File: config.mk
export PLATFORM = sky130hd
export DESIGN_NAME = upsample_ctrl
export DESIGN_NICKNAME = d
export VERILOG_FILES = /design/src/rtl/upsample_ctrl.sv
export SDC_FILE = /design/constraint.sdc
export NUM_CORES = 1
export LEC_CHECK = 0
export CAP_MARGIN = 25
export CORE_MARGIN = 1
export CORE_UTILIZATION = 40
export CTS_CLUSTER_SIZE = 14
export DETAILED_ROUTE_END_ITERATION = 8
export HOLD_SLACK_MARGIN = 0.1
export PLACE_DENSITY = 0.61
export SLEW_MARGIN = 20
export SYNTH_ARGS = -nofsm -noshare
export SYNTH_HDL_FRONTEND = slang
export SYNTH_SLANG_ARGS = --single-unit
File: constraint.sdc
create_clock -name clock -period 3.8 [get_ports clock]
set_input_delay 0.76 -clock clock [delete_from_list [all_inputs] [get_ports clock]]
set_output_delay 0.76 -clock clock [all_outputs]
set_load 0.01 [all_outputs]
File: src/rtl/upsample_ctrl.sv
// 2x nearest-neighbour upsampling sequencer: pulls pixels from a FIFO and emits each twice.
// Define UPSAMPLE_CTRL_VDUP_EN for vertical line duplication through a line buffer.
module upsample_ctrl #(
  parameter int unsigned DW      = 8,
  parameter int unsigned LINE_W  = 640,
  parameter int unsigned FRAME_H = 480
) (
  input  logic          clock,
  input  logic          reset,
  input  logic          start,
  input  logic          valid,
  input  logic [DW-1:0] data,
  output logic          fifo_read,
  input  logic          dout_ready,
  output logic [DW-1:0] dataout,
  output logic          validout,
  output logic          busy,
  output logic          frame_done
);

  localparam int unsigned COL_W = (LINE_W > 1) ? $clog2(LINE_W) : 1;
  localparam int unsigned ROW_W = (FRAME_H > 1) ? $clog2(FRAME_H) : 1;
  localparam logic [COL_W-1:0] COL_LAST = COL_W'(LINE_W - 1);
  localparam logic [ROW_W-1:0] ROW_LAST = ROW_W'(FRAME_H - 1);

  typedef enum logic [3:0] {
    IDLE,
    REQ,
    WAIT,
    EMIT_A,
    EMIT_B,
    DONE
`ifdef UPSAMPLE_CTRL_VDUP_EN
    ,
    RPL_LD,
    RPL_A,
    RPL_B
`endif
  } state_t;

  state_t           state_q, state_d;
  logic [COL_W-1:0] col_q, col_d;
  logic [ROW_W-1:0] row_q, row_d;
  logic [DW-1:0]    pix_d;
  logic             emit_d;

`ifdef UPSAMPLE_CTRL_VDUP_EN
  logic          buf_we;
  logic [DW-1:0] line_buf [LINE_W];

  // Line buffer keeps the captured line for the repeated pass; never cleared.
  always_ff @(posedge clock) begin
    if (buf_we) line_buf[col_q] <= data;
  end
`endif

  // Next-state, counter and pixel-register logic.
  always_comb begin
    state_d = state_q;
    col_d   = col_q;
    row_d   = row_q;
    pix_d   = dataout;
`ifdef UPSAMPLE_CTRL_VDUP_EN
    buf_we  = 1'b0;
`endif
    case (state_q)
      IDLE: begin
        if (start) begin
          state_d = REQ;
          col_d   = '0;
          row_d   = '0;
        end
      end
      REQ: state_d = WAIT;
      WAIT: begin
        if (valid) begin
          pix_d   = data;
          state_d = EMIT_A;
`ifdef UPSAMPLE_CTRL_VDUP_EN
          buf_we  = 1'b1;
`endif
        end else begin
          state_d = REQ;
        end
      end
      EMIT_A: begin
        if (dout_ready) state_d = EMIT_B;
      end
      EMIT_B: begin
        if (dout_ready) begin
          if (col_q != COL_LAST) begin
            col_d   = col_q + COL_W'(1);
            state_d = REQ;
          end else begin
            col_d = '0;
`ifdef UPSAMPLE_CTRL_VDUP_EN
            state_d = RPL_LD;
`else
            if (row_q != ROW_LAST) begin
              row_d   = row_q + ROW_W'(1);
              state_d = REQ;
            end else begin
              state_d = DONE;
            end
`endif
          end
        end
      end
`ifdef UPSAMPLE_CTRL_VDUP_EN
      RPL_LD: begin
        pix_d   = line_buf[col_q];
        state_d = RPL_A;
      end
      RPL_A: begin
        if (dout_ready) state_d = RPL_B;
      end
      RPL_B: begin
        if (dout_ready) begin
          if (col_q != COL_LAST) begin
            col_d   = col_q + COL_W'(1);
            state_d = RPL_LD;
          end else begin
            col_d = '0;
            if (row_q != ROW_LAST) begin
              row_d   = row_q + ROW_W'(1);
              state_d = REQ;
            end else begin
              state_d = DONE;
            end
          end
        end
      end
`endif
      DONE:    state_d = IDLE;
      default: state_d = IDLE;
    endcase
  end

  // Emit states drive validout.
  always_comb begin
    emit_d = (state_d == EMIT_A) || (state_d == EMIT_B);
`ifdef UPSAMPLE_CTRL_VDUP_EN
    if ((state_d == RPL_A) || (state_d == RPL_B)) emit_d = 1'b1;
`endif
  end

  // State register; outputs are registered decodes of the next state.
  always_ff @(posedge clock) begin
    if (reset) begin
      state_q    <= IDLE;
      col_q      <= '0;
      row_q      <= '0;
      dataout    <= '0;
      fifo_read  <= 1'b0;
      validout   <= 1'b0;
      busy       <= 1'b0;
      frame_done <= 1'b0;
    end else begin
      state_q    <= state_d;
      col_q      <= col_d;
      row_q      <= row_d;
      dataout    <= pix_d;
      fifo_read  <= (state_d == REQ);
      validout   <= emit_d;
      busy       <= (state_d != IDLE);
      frame_done <= (state_d == DONE);
    end
  end

endmodule

# After elaboration in Yosys (flattened, before gate mapping)
# Cells that the tools add are included.
# totals
register_bits	35
input_bits	13
output_inout_bits	12
wordCells	47
# op_classes
n_addsub	2
eq_ne	14
muxes	16
reduce_logical	7
# ops
operator	n
$mux 9	4
$mux 10	3
$pmux 10 s2	1
$pmux 4 s5	1
$pmux 9 s2	1
$eq 4x2->1 const B	3
$eq 4x3->1 const B	3
$mux 4	3
$add 10x1->10 const B	1
$ne 10x10->1 const B	1
$add 9x1->9 const B	1
$ne 9x9->1 const B	1
$eq 4x1->1 const B	2
$ne 2x2->1 const B	4
$mux 3	2
$reduce_and 5->1	1
$logic_not 4->1	1
$reduce_bool 4->1	1
$reduce_and 3->1	1
$mux 2	1
$reduce_and 2->1	1
$reduce_bool 2->1	1
$logic_or 1x1->1	1

# Logic depth before layout (Yosys ltp)
# logic_depth
word_depth	7
depth_mapped	7
depth_no_buf	6

# Least setup slack after synthesis
# No wires, ideal clock.
# synth_path
path_kind	input-to-reg
start	input port dout_ready
end	register row_q[5]
setup_ns	0.071
t_arrival_ns	1.920
path_slack_ns	1.808
cell_stages	5
n_path_buf	0
cell_sequence	mux2_2 > nand2_1 > or4_1 > or3_1 > a21oi_1
# synth_via
elab_chain_cells	2
# synth_rtl
item	line	text
start: declaration	14	input logic dout_ready,
$ne 2x2->1 (no line)	n/a	
$reduce_and 5->1 (no line)	n/a	
end signal: assignment	161	row_q <= row_d;
end: declaration	43	logic [ROW_W-1:0] row_q, row_d;
# Every way passes these cells.
# A chain may end at the register's enable or synchronous reset.

# Final worst setup path
# Ends and elaborated chain as after synthesis.

==> results.yml <==
outcome:
  run_status: "completed"
global_routing:
  groute.usage.overall_pct: 16.4
  grt_overflow: 0
  grt_first_pass_wirelength_mm: 5.35
  top_usage_layer: "met2"
  grt_start_max_net_pins: 13
  grt.met1_usage_pct: 20.8
  gr-usage-met2_pct: 24.6
  initial_antenna_violation_count: 0
  grtUsageMet3_pct: 4.34
  first_global_vias: 1252
synth:
  async_flop_share_pct: 0
  portion_of_the_post_synthesis_area_used_by_sequential_elements_pct: 43.2
  synthCells: 181
  yosys-top-cells-area: "dfxtp_1 43%, nor2_1 6.9%, mux2i_1 4.9%, nand2_1 3.9%, xor2_1 3.2%"
  synthesis.area_mm2: 0.00162
  synth-warning-count: 0
  synthesis.area_per_instance_um2: 8.95
  synthDistinctLibCells: 47
  synth_fp_nets: 196
  top_count_cell_post_synth: "dfxtp_1"
  dominantRegCellSynth: "dfxtp_1"
  netlist_top_cells_count: "35 x dfxtp_1, 30 x nor2_1, 17 x nand2_1"
  synthDominantAreaCellType: "dfxtp_1"
  synth_top_cell_area_share_pct: 43.2
  number_of_synthesized_flops_with_an_enable_pin: 0
  synth_seq_cells: 35
critical_path:
  cp.arrival_ps: 2610
  timing.critical_path.slowest_stage_cell: "clkdlybuf4s50_1"
  critical_path_depth: 6
  crit_end_element: "flop"
  timing.critical_path.buf_inv: 1
  worst_r2r_path_depth: 6
  start_kind: "primary input"
  critical_path.cell_chain: "clkdlybuf4s50_1, mux2_2, nand2_1, or4_1, or3_1, a21oi_1"
  critical_setup_path_class: "primary input to flop"
  worst-path-max-fanout: 6
  worst_path_largest_cell_delay_ps: 530
  cp_top_family: "simple AND/OR/NAND/NOR gates"
  crit_required_ps: 4010
cells_and_area:
  final_area_mm2: 0.00197
  areaGrowthSynthToFinish_pct: 21.6
  drive_above_1_share_pct: 9.62
  num-nets-final: 222
  num_antenna_cells: 0
timing:
  timing.final.setup_violations: 0
  skew_ps: 4.32
  post-route-worst-setup-slack_ps: 1400
  rsz_0062_raised_after_global_routing: "no"
  final_period_minus_worst_setup_slack_ps: 2400
  worst_pin_slew_ps: 778
  maxSlewHeadroom_pct: 47.9
  max_clock_freq_mhz: 417
  period_share_pct: 63.1
  fin_tns_setup_ps: 0
  hold_viol: 0
  report.final.slew_viol_count: 0
  timing.hold.ws_ps: 480
drt:
  via_count: 1341
  route.final.wire_length_mm: 3.06
  drc: 0
  detail_route.wl_per_cell_um: 11.9
  firstDrtPassIters: 4
  dr.first_iter.drc_count: 41
  post_drt_via_cell_ratio: 5.24
  final_antenna_net_count: 0
clock_tree:
  post_cts.resized_instances: 0
  path_clk_slew_ps: 70
  h-tree-depth: 2
  clk_latency_ps: 280
  cts_buffers: 5
  post-cts-setup-buffer-count: 0
  tritoncts: "yes"
  ctsLongestPathBuffers: 2
  clock-root-buffer: "clkbuf_8"
  clock-sinks: 35
  post_cts_hold_buffer_count: 0
floorplan:
  top_level_ports: 25
  rows: 22
  initial_utilization_pct: 43.0
  die_h_um: 65.6
  floorplan.die.width_um: 65.6
  design.die.area_mm2: 0.00431
  core-area_mm2: 0.00377
place:
  hpwlAfterDp_mm: 2.24
  placement.io_buffers: 24
  pre_cts_slack_ps: 1120
  placedInstanceArea_mm2: 0.00189
  place.gp.congestion: 0.834
power_and_ir_drop:
  power.density_cell_area_mw_per_mm2: 336
  static-leakage-power_nw: 0.655
  irDropWorstVdd_mv: 0.213
  fin_total_pwr_w: 0.000662
worst_hold_path:
  hold_path_class: "flop to flop"
  hold_path_depth: 2
run:
  max-cap-violations: 0
## worst register-to-register path, stage by stage (launching register included)
cell     delay (ps)
dfxtp_1         370
ha_1            250
and2_1          170
nand4_1         240
o31ai_2         560
nand4_1         170
mux2_2          300
## area by class of cell
cell class	instances	area [µm²]
inverter	5	18.8
fill	352	1800
tap	48	60.1
clock inverter	1	5.00
multi-input combinational	136	870
timing repair buffer	24	240
sequential	35	701
clock buffer	7	76.3
## metal layers
layer  vias to the layer above  wire (µm)
li1                        690          -
met1                       618       1530
met2                        25       1350
met3                         8        101
met4                         0         69
met5                         -          0
## worst paths after layout
path | start | end | slack, ps
max | dout_ready | row_q[5]$_SDFFE_PP0P_ | 1400
min | col_q[1]$_SDFFE_PP0P_ | col_q[1]$_SDFFE_PP0P_ | 480
max reg2reg | col_q[0]$_SDFFE_PP0P_ | row_q[8]$_SDFFE_PP0P_ | 1640
min reg2reg | col_q[1]$_SDFFE_PP0P_ | col_q[1]$_SDFFE_PP0P_ | 480
## cell usage in the layout, fill, tap and decap left out, drive strengths merged, types with 2 or more instances in the layout
master	instances
clkdlybuf4s50	24
a31o	3
clkbuf	7
o21a	2
nand3	7
and4	2
and2	3
xnor2	4
mux2i	8
and3	2
ha	2
nor4	4
dfxtp	35
a21oi	6
or4b	2
or3	4
or4	2
nand4	6
nand2	17
o21ai	5
mux2	2
inv	5
xor2	6
nor3	4
nor2	30
## through the flow
step,instances,util [%]
6_report,256,52.3
5_1_grt,256,52.3
4_1_cts,256,52.3
3_5_place_dp,248,50.1
3_3_place_gp,248,50.1
2_1_floorplan,181,-
## cell families (layout without fill, tap and decap cells)
family | Yosys count | after routing | synth area share [%]
compound gates | 24 | 24 | 11.6
xor+xnor | 10 | 10 | 5.41
fa+ha+maj | 2 | 2 | 1.54
buf+inv | 10 | 37 | 3.09
flops | 35 | 35 | 43.2
mux | 10 | 10 | 6.33
other cells | 1 | 1 | 0.231
simple gates | 89 | 89 | 28.6
## state kept, by name, indices dropped and copies added (netlist names)
signal / flops
fifo_read: 1
col_q: 10
state_q: 4
busy: 1
dataout: 8
frame_done: 1
validout: 1
row_q: 9
## report_power, final
part	internal (W)	total (W)	switching, W
Sequential	0.000370	0.000374	0.00000364
Combinational	0.0000201	0.0000404	0.0000203
Clock	0.000128	0.000248	0.000120
Total	0.000519	0.000662	0.000144
Note: power is estimated with default switching activity, not from simulation.
